<file path="src/rtl/sync_up_counter.sv">
// -----------------------------------------------------------------------------
// sync_up_counter
//
// Synchronous up counter with a programmable bound. In free-run mode it counts
// 0..limit and wraps back to 0. In one-shot mode it stops at the bound and
// raises done. It also supports a parallel load, and it offers a combinational
// terminal-count output so that stages can be cascaded.
//
// Ports
//   clk       in   rising-edge clock
//   rst       in   synchronous, active-high reset
//   en        in   count enable (only has an effect in RUN)
//   start     in   single-cycle request: clear the count and enter RUN
//   load      in   parallel load strobe (state is unchanged)
//   load_val  in   [WIDTH] value to load
//   limit     in   [WIDTH] terminal value, compared every cycle
//   one_shot  in   0 = wrap at limit, 1 = stop at limit (enter DONE)
//   counter   out  [WIDTH] registered count
//   tc        out  combinational terminal count (RUN && en && counter >= limit)
//   wrap      out  registered one-cycle pulse, coincident with counter == 0
//                  after a free-run wrap
//   done      out  registered, high while in DONE
//   busy      out  registered, high while in RUN
// -----------------------------------------------------------------------------
module sync_up_counter #(
  parameter int WIDTH = 4
) (
  input  logic             clk,
  input  logic             rst,
  input  logic             en,
  input  logic             start,
  input  logic             load,
  input  logic [WIDTH-1:0] load_val,
  input  logic [WIDTH-1:0] limit,
  input  logic             one_shot,
  output logic [WIDTH-1:0] counter,
  output logic             tc,
  output logic             wrap,
  output logic             done,
  output logic             busy
);

  typedef enum logic [1:0] {
    ST_IDLE = 2'd0,
    ST_RUN  = 2'd1,
    ST_DONE = 2'd2
  } state_t;

  state_t           state_q, state_d;
  logic [WIDTH-1:0] counter_q, counter_d;
  logic             wrap_q, wrap_d;
  logic             done_q, done_d;
  logic             busy_q, busy_d;

  // The >= test catches a loaded value above limit, and it catches the
  // all-ones count. Because of this, the increment below never overflows.
  assign tc = (state_q == ST_RUN) && en && (counter_q >= limit);

  always_comb begin
    state_d   = state_q;
    counter_d = counter_q;
    wrap_d    = 1'b0;

    if (load) begin
      // Load wins over start and counting. The state is left alone.
      counter_d = load_val;
    end else if (start) begin
      // Start works from any state. A restart from RUN does not pulse wrap.
      counter_d = '0;
      state_d   = ST_RUN;
    end else if (tc) begin
      if (one_shot) begin
        state_d = ST_DONE;
      end else begin
        counter_d = '0;
        wrap_d    = 1'b1;
      end
    end else if ((state_q == ST_RUN) && en) begin
      counter_d = counter_q + 1'b1;
    end

    // busy and done are decoded from the next state. They therefore change
    // on the same edge as the state itself.
    busy_d = (state_d == ST_RUN);
    done_d = (state_d == ST_DONE);
  end

  always_ff @(posedge clk) begin
    if (rst) begin
      state_q   <= ST_IDLE;
      counter_q <= '0;
      wrap_q    <= 1'b0;
      done_q    <= 1'b0;
      busy_q    <= 1'b0;
    end else begin
      state_q   <= state_d;
      counter_q <= counter_d;
      wrap_q    <= wrap_d;
      done_q    <= done_d;
      busy_q    <= busy_d;
    end
  end

  assign counter = counter_q;
  assign wrap    = wrap_q;
  assign done    = done_q;
  assign busy    = busy_q;

endmodule

</file>
<file path="config.mk">
export PLATFORM = sky130hd
export DESIGN_NAME = sync_up_counter
export DESIGN_NICKNAME = d
export VERILOG_FILES = /design/src/rtl/sync_up_counter.sv
export SDC_FILE = /design/constraint.sdc
export NUM_CORES = 1
export LEC_CHECK = 0
export BUFFER_PORTS_ARGS = -buffer_cell sky130_fd_sc_hd__buf_2
export CORE_ASPECT_RATIO = 0.75
export CORE_MARGIN = 10
export CORE_UTILIZATION = 30
export DETAILED_ROUTE_END_ITERATION = 8
export PLACE_DENSITY = 0.56
export SYNTH_ARGS = -nofsm -noshare
export SYNTH_HDL_FRONTEND = slang
export SYNTH_SLANG_ARGS = --single-unit
</file>
<file path="constraint.sdc">
create_clock -name clk -period 2.9 [get_ports clk]
set_input_delay 0.29 -clock clk [delete_from_list [all_inputs] [get_ports clk]]
set_output_delay 0.29 -clock clk [all_outputs]
set_load 0.01 [all_outputs]
</file>
Word-level counts from Yosys, hierarchy flattened:

Index checks and enable logic that the tools add are counted.

* $add $sub $neg: 1
* magnitude comparators: 1
* eq/ne operators: 4
* muxes and demuxes: 10
* bitwise operators: 1
* reductions and logical operators: 5

Operators by type and width (number)
* two-way mux 4 bit: 5
* two-way mux 2 bit: 4
* adder 4 x 1 -> 4 bit, second input constant: 1
* equality test 2 x 1 -> 1 bit, second input constant: 2
* >= comparator 4 bit: 1
* != test 4 bit, second input constant: 1
* nonzero test 4 bit: 1
* OR reduction 4 bit: 1
* equality test 2 bit, second input constant: 1
* logical AND 1 bit: 2
* AND reduction 2 bit: 1
* two-way mux 1 bit: 1
* NOT 1 bit: 1

* register bits: 9
* input bits: 14
* output and inout port bits: 8
* logic and storage cells: 27

Longest topological paths before layout:

Gate-level depths: netlist of the first run.

* depth in word-level cells: 7
* mapped depth: 7
* depth with buffers taken out: 6

Worst setup path before layout of the first run:

Ideal clock, no wire load.

* path kind: register -> register
* start: register counter_q[0], in the netlist counter[0]
* end: register done_q, in the netlist done
* setup time: 0.115 ns
* arrival: 1.580 ns
* data required time: 2.785 ns
* setup slack: 1.206 ns
* cell stages (with the launch flop): 7
* path buffers: 0
* period minus slack after synthesis: 1.694 ns
* cells stage by stage: dfxtp_1 > inv_1 > ha_1 > nor3b_1 > o21ai_0 > and4_1 > o21a_1

* longest elaborated chain between the ends: 6

Ends and longest elaborated chain
* start, declared: RTL line 50 `logic [WIDTH-1:0] counter_q, counter_d;`
* start signal, assigned: RTL line 97 `counter_q <= counter_d;`
* >= comparator 4 bit: RTL line 57 `assign tc = (state_q == ST_RUN) && en && (counter_q >= limit);`
* logical AND 1 bit: RTL line 57
* two-way mux 2 bit: RTL line 71 `end else if (tc) begin`
* two-way mux 2 bit: RTL line 67 `end else if (start) begin`
* two-way mux 2 bit: RTL line 64 `if (load) begin`
* equality test 2 bit: RTL line 85 `done_d = (state_d == ST_DONE);`
* end signal, assigned: RTL line 99 `done_q <= done_d;`
* end, declared: RTL line 52 `logic done_q, done_d;`

No other way between the ends.
A chain may end at the register's enable or synchronous reset.

Worst setup path after layout of the first run:

* start: register counter_q[0], in the netlist counter[0]
* end: output port tc

* longest elaborated chain between the ends: 2

Ends and longest elaborated chain
* >= comparator 4 bit: RTL line 57
* logical AND 1 bit: RTL line 57
* end, declared: RTL line 37 `output logic tc,`

No other way between the ends.

==> results.py, run 1 <==
metrics = {
    "run_status": {
        "status": "finished, final reports clean",
    },
    "cts": {
        "cts_resized": 0,
        "clockBufferDepth": 2,
        "worstSkewPairLatency_ns": 0.26,
        "h-tree-depth": 1,
        "root_buffer": "clkbuf_4",
        "numCtsBuffers": 3,
        "cts_tree": "done",
        "cts_hold_buf": 0,
        "post_cts_buffers": 0,
        "clk_pin_slew_ns": 0.06,
        "cts_num_sinks": 9,
    },
    "worst_setup_path": {
        "cp-start-kind": "flop",
        "crit_chain": "inv_1 -> ha_1 -> nor3b_1 -> o21a_1 -> nor2_1 -> buf_2",
        "end_kind": "primary output",
        "ff2ff_setup_slack_ns": 1.05,
        "worstSetupPathType": "flop to primary output",
        "crit_arrival_ns": 1.83,
        "timing.rr.start": "counter[0]",
        "cp_max_fo": 10,
        "crit_path_max_incr_delay_ns": 0.42,
        "timing.rr.end": "counter[0]",
        "critPathSlowestCell": "dfxtp_1",
        "ff2ff_path_depth": 6,
        "required_ns": 2.61,
    },
    "yosys": {
        "yosysWarnings": 0,
        "synth_area_leaders": "dfxtp_1 30%, ha_1 10%, o21a_1 4.9%",
        "syn_avg_cell_area_sq_um": 8.831,
        "synth-simple-area-share_pct": 21.56,
        "ys_top_cells_by_count": "9 x dfxtp_1, 5 x ha_1, 5 x inv_1, 5 x nand2_1, 4 x o21a_1",
        "postSynthCellCount": 69,
        "async_flop_share_pct": 0,
        "post-synth-top-area-cell": "dfxtp_1",
        "synth_flop_cell": "dfxtp_1",
        "synth_top_family_by_area": "compound AO/OA/AOI/OAI gates",
        "synth_nets": 88,
        "synth_area_sq_um": 609.3,
        "yosysMostFrequentCell": "dfxtp_1",
        "synth_seq_cells": 9,
        "synth_xor_area_share_pct": 0,
        "synth_cell_types": 36,
        "seq_area_frac_synth_pct": 29.57,
        "yosysTopAreaCellShare_pct": 29.57,
        "synth_fa_ha_area_share_pct": 10.27,
        "synthMuxAreaShare_pct": 0,
        "synth_compound_area_share_pct": 31.62,
        "synth-edff-count": 0,
    },
    "finish": {
        "drive_gt1_share_pct": 32.22,
        "nNetsFinal": 110,
        "syn2layout_area_growth_pct": 22.59,
        "design_area_sq_um": 747.0,
        "insertedDiodeCount": 0,
        "finalNonFillerCells": 114,
    },
    "job": {
        "cap_violations": 0,
    },
    "place": {
        "numPortBuffers": 21,
        "placedCellCount": 110,
        "gp_congestion": 0.7824,
        "dpl.hpwl_mm": 1.269,
        "dpl_cell_area_sq_um": 720.7,
    },
    "global_route": {
        "grt_pass1_vias": 546,
        "grtUsageTotal_pct": 7.099,
        "grt_antenna_before_repair": 0,
        "grt_overflow_total": 0,
        "grt_max_degree": 11,
        "grt_pass1_wl_mm": 2.428,
    },
    "die": {
        "core_sq_um": 1962,
        "row_count": 14,
        "boundaryPins": 22,
        "dieHeight_microns": 59.03,
        "start_util_pct": 31.06,
        "dieArea_sq_um": 4253,
        "die_w_microns": 72.04,
    },
    "sta": {
        "fin_crit_ns": 2.120,
        "fin_tns_setup_ns": 0,
        "max_clock_freq_mhz": 471.7,
        "tightest_slew_ns": 0.3979,
        "setup_viol_count_final": 0,
        "slew_headroom_pct": 73.19,
        "hold_violations": 0,
        "period_share_pct": 73.10,
        "rsz0062_at_grt": "no",
        "clock_skew_ns": 0.005335,
        "drv_slew": 0,
    },
    "routing": {
        "via_per_inst": 5.088,
        "ant_nets": 0,
        "wl_per_cell_microns": 13.86,
        "drcViolationCount": 0,
        "wl_mm": 1.580,
        "drtPass1Iterations": 4,
        "num_vias": 580,
        "drt_iter0_markers": 23,
    },
    "min_path": {
        "hold_path_startpoint": "one_shot",
        "hold_class": "input port to flop",
        "hold_depth": 2,
        "min_to": "wrap",
    },
    "pwr": {
        "power_density_nw_per_um2": 399.8,
        "p_leak_nw": 0.3270,
        "ir_drop_mv": 0.2382,
    },
}
[metrics by stage]
stage,power (W),setup WS (ns),util [%],hold slack [ns]
6_report,0.0002986,0.7802,38.07,0.2672
2_1_floorplan,0.0001843,1.206,-,0.3667
5_1_grt,0.0003175,0.6228,38.07,0.2632
3_5_place_dp,0.0002056,1.059,36.73,0.5171
3_3_place_gp,0.0002058,1.095,36.73,0.5066
4_1_cts,0.0003040,0.7786,38.07,0.2583
[routing by layer]
metal	part of all wire [%]	global-route usage, %	vias up
met2	46	11.06	14
li1	-	-	310
met3	5.9	3.685	2
met1	47	8.451	254
met4	1.1	1.653	0
met5	0	0	-
[flip-flops by register name, indices dropped and copies added (netlist names)]
register,flops
busy,1
counter,4
done,1
state_q,2
wrap,1
[critical path, delay by kind of cell, from the launching register on]
kind / cells / cell delay (ns)
simple gates: 2 / 0.29
flops: 1 / 0.42
fa+ha+maj: 1 / 0.27
buf+inv: 2 / 0.23
compound gates: 1 / 0.36
[worst max-delay path by stage]
stage	start	to	slack, ns	cells after the start
2_1_floorplan	counter[0]	done	1.21	6
3_3_place_gp	counter[0]	tc	1.10	6
3_5_place_dp	counter[0]	counter[0]	1.06	6
4_1_cts	counter[0]	tc	0.78	6
5_1_grt	counter[0]	tc	0.62	6
6_report	counter[0]	tc	0.78	6
[power by group]
part / switching [W] / internal, W
logic: 0.0000374 / 0.0000281
registers: 0.00000786 / 0.000130
clock network: 0.0000423 / 0.0000529
total: 0.0000876 / 0.000211
[logic make-up (layout without fill, tap and decap cells)]
group,Yosys count,count (layout)
AO/OA/AOI/OAI,27,27
adder cells (fa/ha/maj),5,5
flip-flops,9,9
buffers and inverters,9,30
AND/OR/NAND/NOR,19,19
[cell type report]
type,count,area (sq um)
fillers,212,1215
multi-input cells,51,386.6
flip-flops and latches,9,180.2
repair buffers,21,105.1
well taps,24,30.03
clock buffers,4,26.28
inverters,5,18.77
[cells in the final DEF (no fill, tap or decap), drive strengths merged, types with 3 or more instances in the layout]
cell,instances
buf,21
dfxtp,9
inv,5
nand2,5
ha,5
o21a,4
o21ai,4
clkbuf,4
o211ai,3
a21oi,3
Power figures use the tool's default switching activity.
==> inputs of run 2 (changes only) <==
--- a/config.mk
+++ b/config.mk
@@ -5,12 +5,13 @@
 export SDC_FILE = /design/constraint.sdc
 export NUM_CORES = 1
 export LEC_CHECK = 0
+export ABC_AREA = 1
 export BUFFER_PORTS_ARGS = -buffer_cell sky130_fd_sc_hd__buf_2
 export CORE_ASPECT_RATIO = 0.75
 export CORE_MARGIN = 10
 export CORE_UTILIZATION = 30
 export DETAILED_ROUTE_END_ITERATION = 8
-export PLACE_DENSITY = 0.56
+export PLACE_DENSITY = 0.58
 export SYNTH_ARGS = -nofsm -noshare
 export SYNTH_HDL_FRONTEND = slang
 export SYNTH_SLANG_ARGS = --single-unit
==> constraint.sdc (replaced) <==
create_clock -name clk -period 1.8 [get_ports clk]
set_input_delay 0.18 -clock clk [delete_from_list [all_inputs] [get_ports clk]]
set_output_delay 0.18 -clock clk [all_outputs]
set_load 0.01 [all_outputs]
==> run 2 against run 1 <==
Clock skew shrank 0.00084 ns. Combinational power grew 91%. First-iteration DRC count shrank 83%. Final cell count grew 25%. Worst hold slack lost 0.14 ns. Die area grew 0.85%. Register-to-register slack lost 0.70 ns. Clock power grew 63%. Synthesized cell count grew 35%. Wire length shrank 11%. Critical path type unchanged.
==> results.py, run 2 <==
metrics = {
    "worst_setup_path": {
        "cp-start-kind": "flop",
        "crit_arrival_ns": 1.52,
        "required_ns": 1.62,
        "cp_max_fo": 6,
        "end_kind": "primary output",
        "worstSetupPathType": "flop to primary output",
    },
    "yosys": {
        "synth_area_leaders": "dfxtp_1 29%, nand2_1 16%, ha_1 10%",
        "yosysTopAreaCellShare_pct": 29.21,
        "syn_avg_cell_area_sq_um": 6.633,
        "postSynthCellCount": 93,
        "seq_area_frac_synth_pct": 29.21,
        "synth_seq_cells": 9,
        "synth_area_sq_um": 616.8,
        "synth_flop_cell": "dfxtp_1",
        "ys_top_cells_by_count": "27 x nand2_1, 16 x inv_1, 15 x nor2_1",
        "yosysMostFrequentCell": "nand2_1",
        "synth_cell_types": 18,
        "async_flop_share_pct": 0,
        "post-synth-top-area-cell": "dfxtp_1",
        "synth-edff-count": 0,
        "yosysWarnings": 0,
        "synth_nets": 112,
    },
    "sta": {
        "fin_crit_ns": 1.697,
        "tightest_slew_ns": 0.2147,
        "rsz0062_at_grt": "no",
        "fin_tns_setup_ns": 0,
        "period_share_pct": 94.30,
        "clock_skew_ns": 0.004497,
        "drv_slew": 0,
        "hold_violations": 0,
        "slew_headroom_pct": 85.56,
        "hold_ws_ns": 0.1233,
        "max_clock_freq_mhz": 589.2,
        "setup_viol_count_final": 0,
    },
    "die": {
        "boundaryPins": 22,
        "die_w_microns": 72.36,
        "dieHeight_microns": 59.27,
        "core_sq_um": 1979,
        "start_util_pct": 31.16,
        "dieArea_sq_um": 4289,
        "row_count": 14,
    },
    "global_route": {
        "grt_pass1_vias": 552,
        "grt_pass1_wl_mm": 2.415,
        "grt_overflow_total": 0,
        "grtUsageTotal_pct": 6.983,
        "grt_antenna_before_repair": 0,
        "grt_max_degree": 9,
    },
    "job": {
        "cap_violations": 0,
    },
    "finish": {
        "largest_reg_flops": 4,
        "syn2layout_area_growth_pct": 27.59,
        "nNetsFinal": 138,
        "final_cell_mix": "27 x nand2_1, 21 x buf_2, 16 x inv_1, 15 x nor2_1, 6 x dfxtp_1",
        "finalNonFillerCells": 142,
        "drive_gt1_share_pct": 33.90,
        "layout_commonest_cell": "nand2_1",
        "insertedDiodeCount": 0,
    },
    "cts": {
        "worstSkewPairLatency_ns": 0.26,
        "clockBufferDepth": 2,
        "numCtsBuffers": 3,
        "cts_tree": "done",
        "h-tree-depth": 1,
        "cts_num_sinks": 9,
        "post_cts_buffers": 0,
        "clk_pin_slew_ns": 0.06,
        "root_buffer": "clkbuf_4",
    },
    "routing": {
        "met2_length_microns": 582,
        "num_vias": 602,
        "drt_iter0_markers": 4,
        "met3_length_microns": 89,
        "m1WireLength_microns": 727,
        "via_per_inst": 4.239,
        "highest_layer": "met4",
        "wl_mm": 1.410,
        "ant_nets": 0,
        "drcViolationCount": 0,
        "wl_per_cell_microns": 9.930,
        "drtPass1Iterations": 4,
    },
    "run_status": {
        "status": "finished, final reports clean",
    },
    "place": {
        "placedCellCount": 138,
        "numPortBuffers": 21,
        "gp_congestion": 0.7578,
        "dpl.hpwl_mm": 1.218,
    },
    "min_path": {
        "hold_class": "input port to flop",
    },
    "pwr": {
        "p_leak_nw": 0.4669,
        "ir_drop_mv": 0.4027,
        "power_density_nw_per_um2": 637.5,
    },
}
[run 2: cell count changes after synthesis, sizes merged, moves of 3 or more]
cell    delta
o211ai     -3
inv       +15
o21a       -4
o21ai      -3
buf        -3
nand2     +25
nor2      +14
nand3      +5
[run 2: critical path: stages (launching register included)]
cell,delay (ns)
dfxtp_2,0.37
inv_1,0.07
ha_1,0.27
nand4_1,0.12
nand3_2,0.14
nand2_4,0.12
inv_1,0.04
buf_2,0.13
[run 2: report_power, final]
part           switching, W  total (W)  internal [W]
clock             0.0000697   0.000155     0.0000854
combinational     0.0000731   0.000125     0.0000519
sequential        0.0000105   0.000222      0.000211
total              0.000153   0.000502      0.000348
[run 2: final timing paths]
check | to | cells after the start | slack (ns) | from
setup / recovery | tc | 7 | 0.10 | counter[0]
hold / removal | wrap | 2 | 0.12 | one_shot
setup reg to reg | counter[1] | 8 | 0.35 | counter[0]
hold reg to reg | counter[1] | 4 | 0.55 | counter[1]
[run 2: cell type report]
class                      instances  area (sq um)
timing repair buffer              21         105.1
inverter                          20         75.07
clock buffer                       4         26.28
sequential                         9         183.9
tap                               24         30.03
fill                             214          1192
multi-input combinational         64         366.6
[run 2: through the flow]
step / util, % / area, sq um / setup WS, ns / power (W)
floorplan: - / 616.8 / 0.4128 / 0.0003068
global placement: 37.99 / 752.0 / 0.3131 / 0.0003483
detailed placement: 37.99 / 752.0 / 0.2997 / 0.0003489
CTS: 39.32 / 778.2 / 0.01246 / 0.0005058
global route: 39.76 / 787.0 / 0.02320 / 0.0005410
finish: 39.76 / 787.0 / 0.1026 / 0.0005017
[run 2: layer usage]
layer  track usage, %  vias to the layer above
li1                 -                      328
met1            8.467                      257
met2            10.34                       15
met3            3.518                        2
met4            2.479                        0
met5                0                        -
[run 2: what timing repair did]
action / CTS / global route
hold endpoints to repair: 0 / 0
hold buffers: 0 / 0
resized for setup: 0 / 4
setup endpoints to repair: 0 / 1
[run 2: cell families (layout without fill, tap and decap cells)]
kind of cell / Yosys count / in the layout / share of synthesized area (%)
and+or+nand+nor: 56 / 56 / 44.22
buffers and inverters: 20 / 45 / 12.17
DFF: 9 / 9 / 29.21
adders and majority gates: 5 / 5 / 10.14
AOI/OAI and AO/OA: 3 / 3 / 4.260
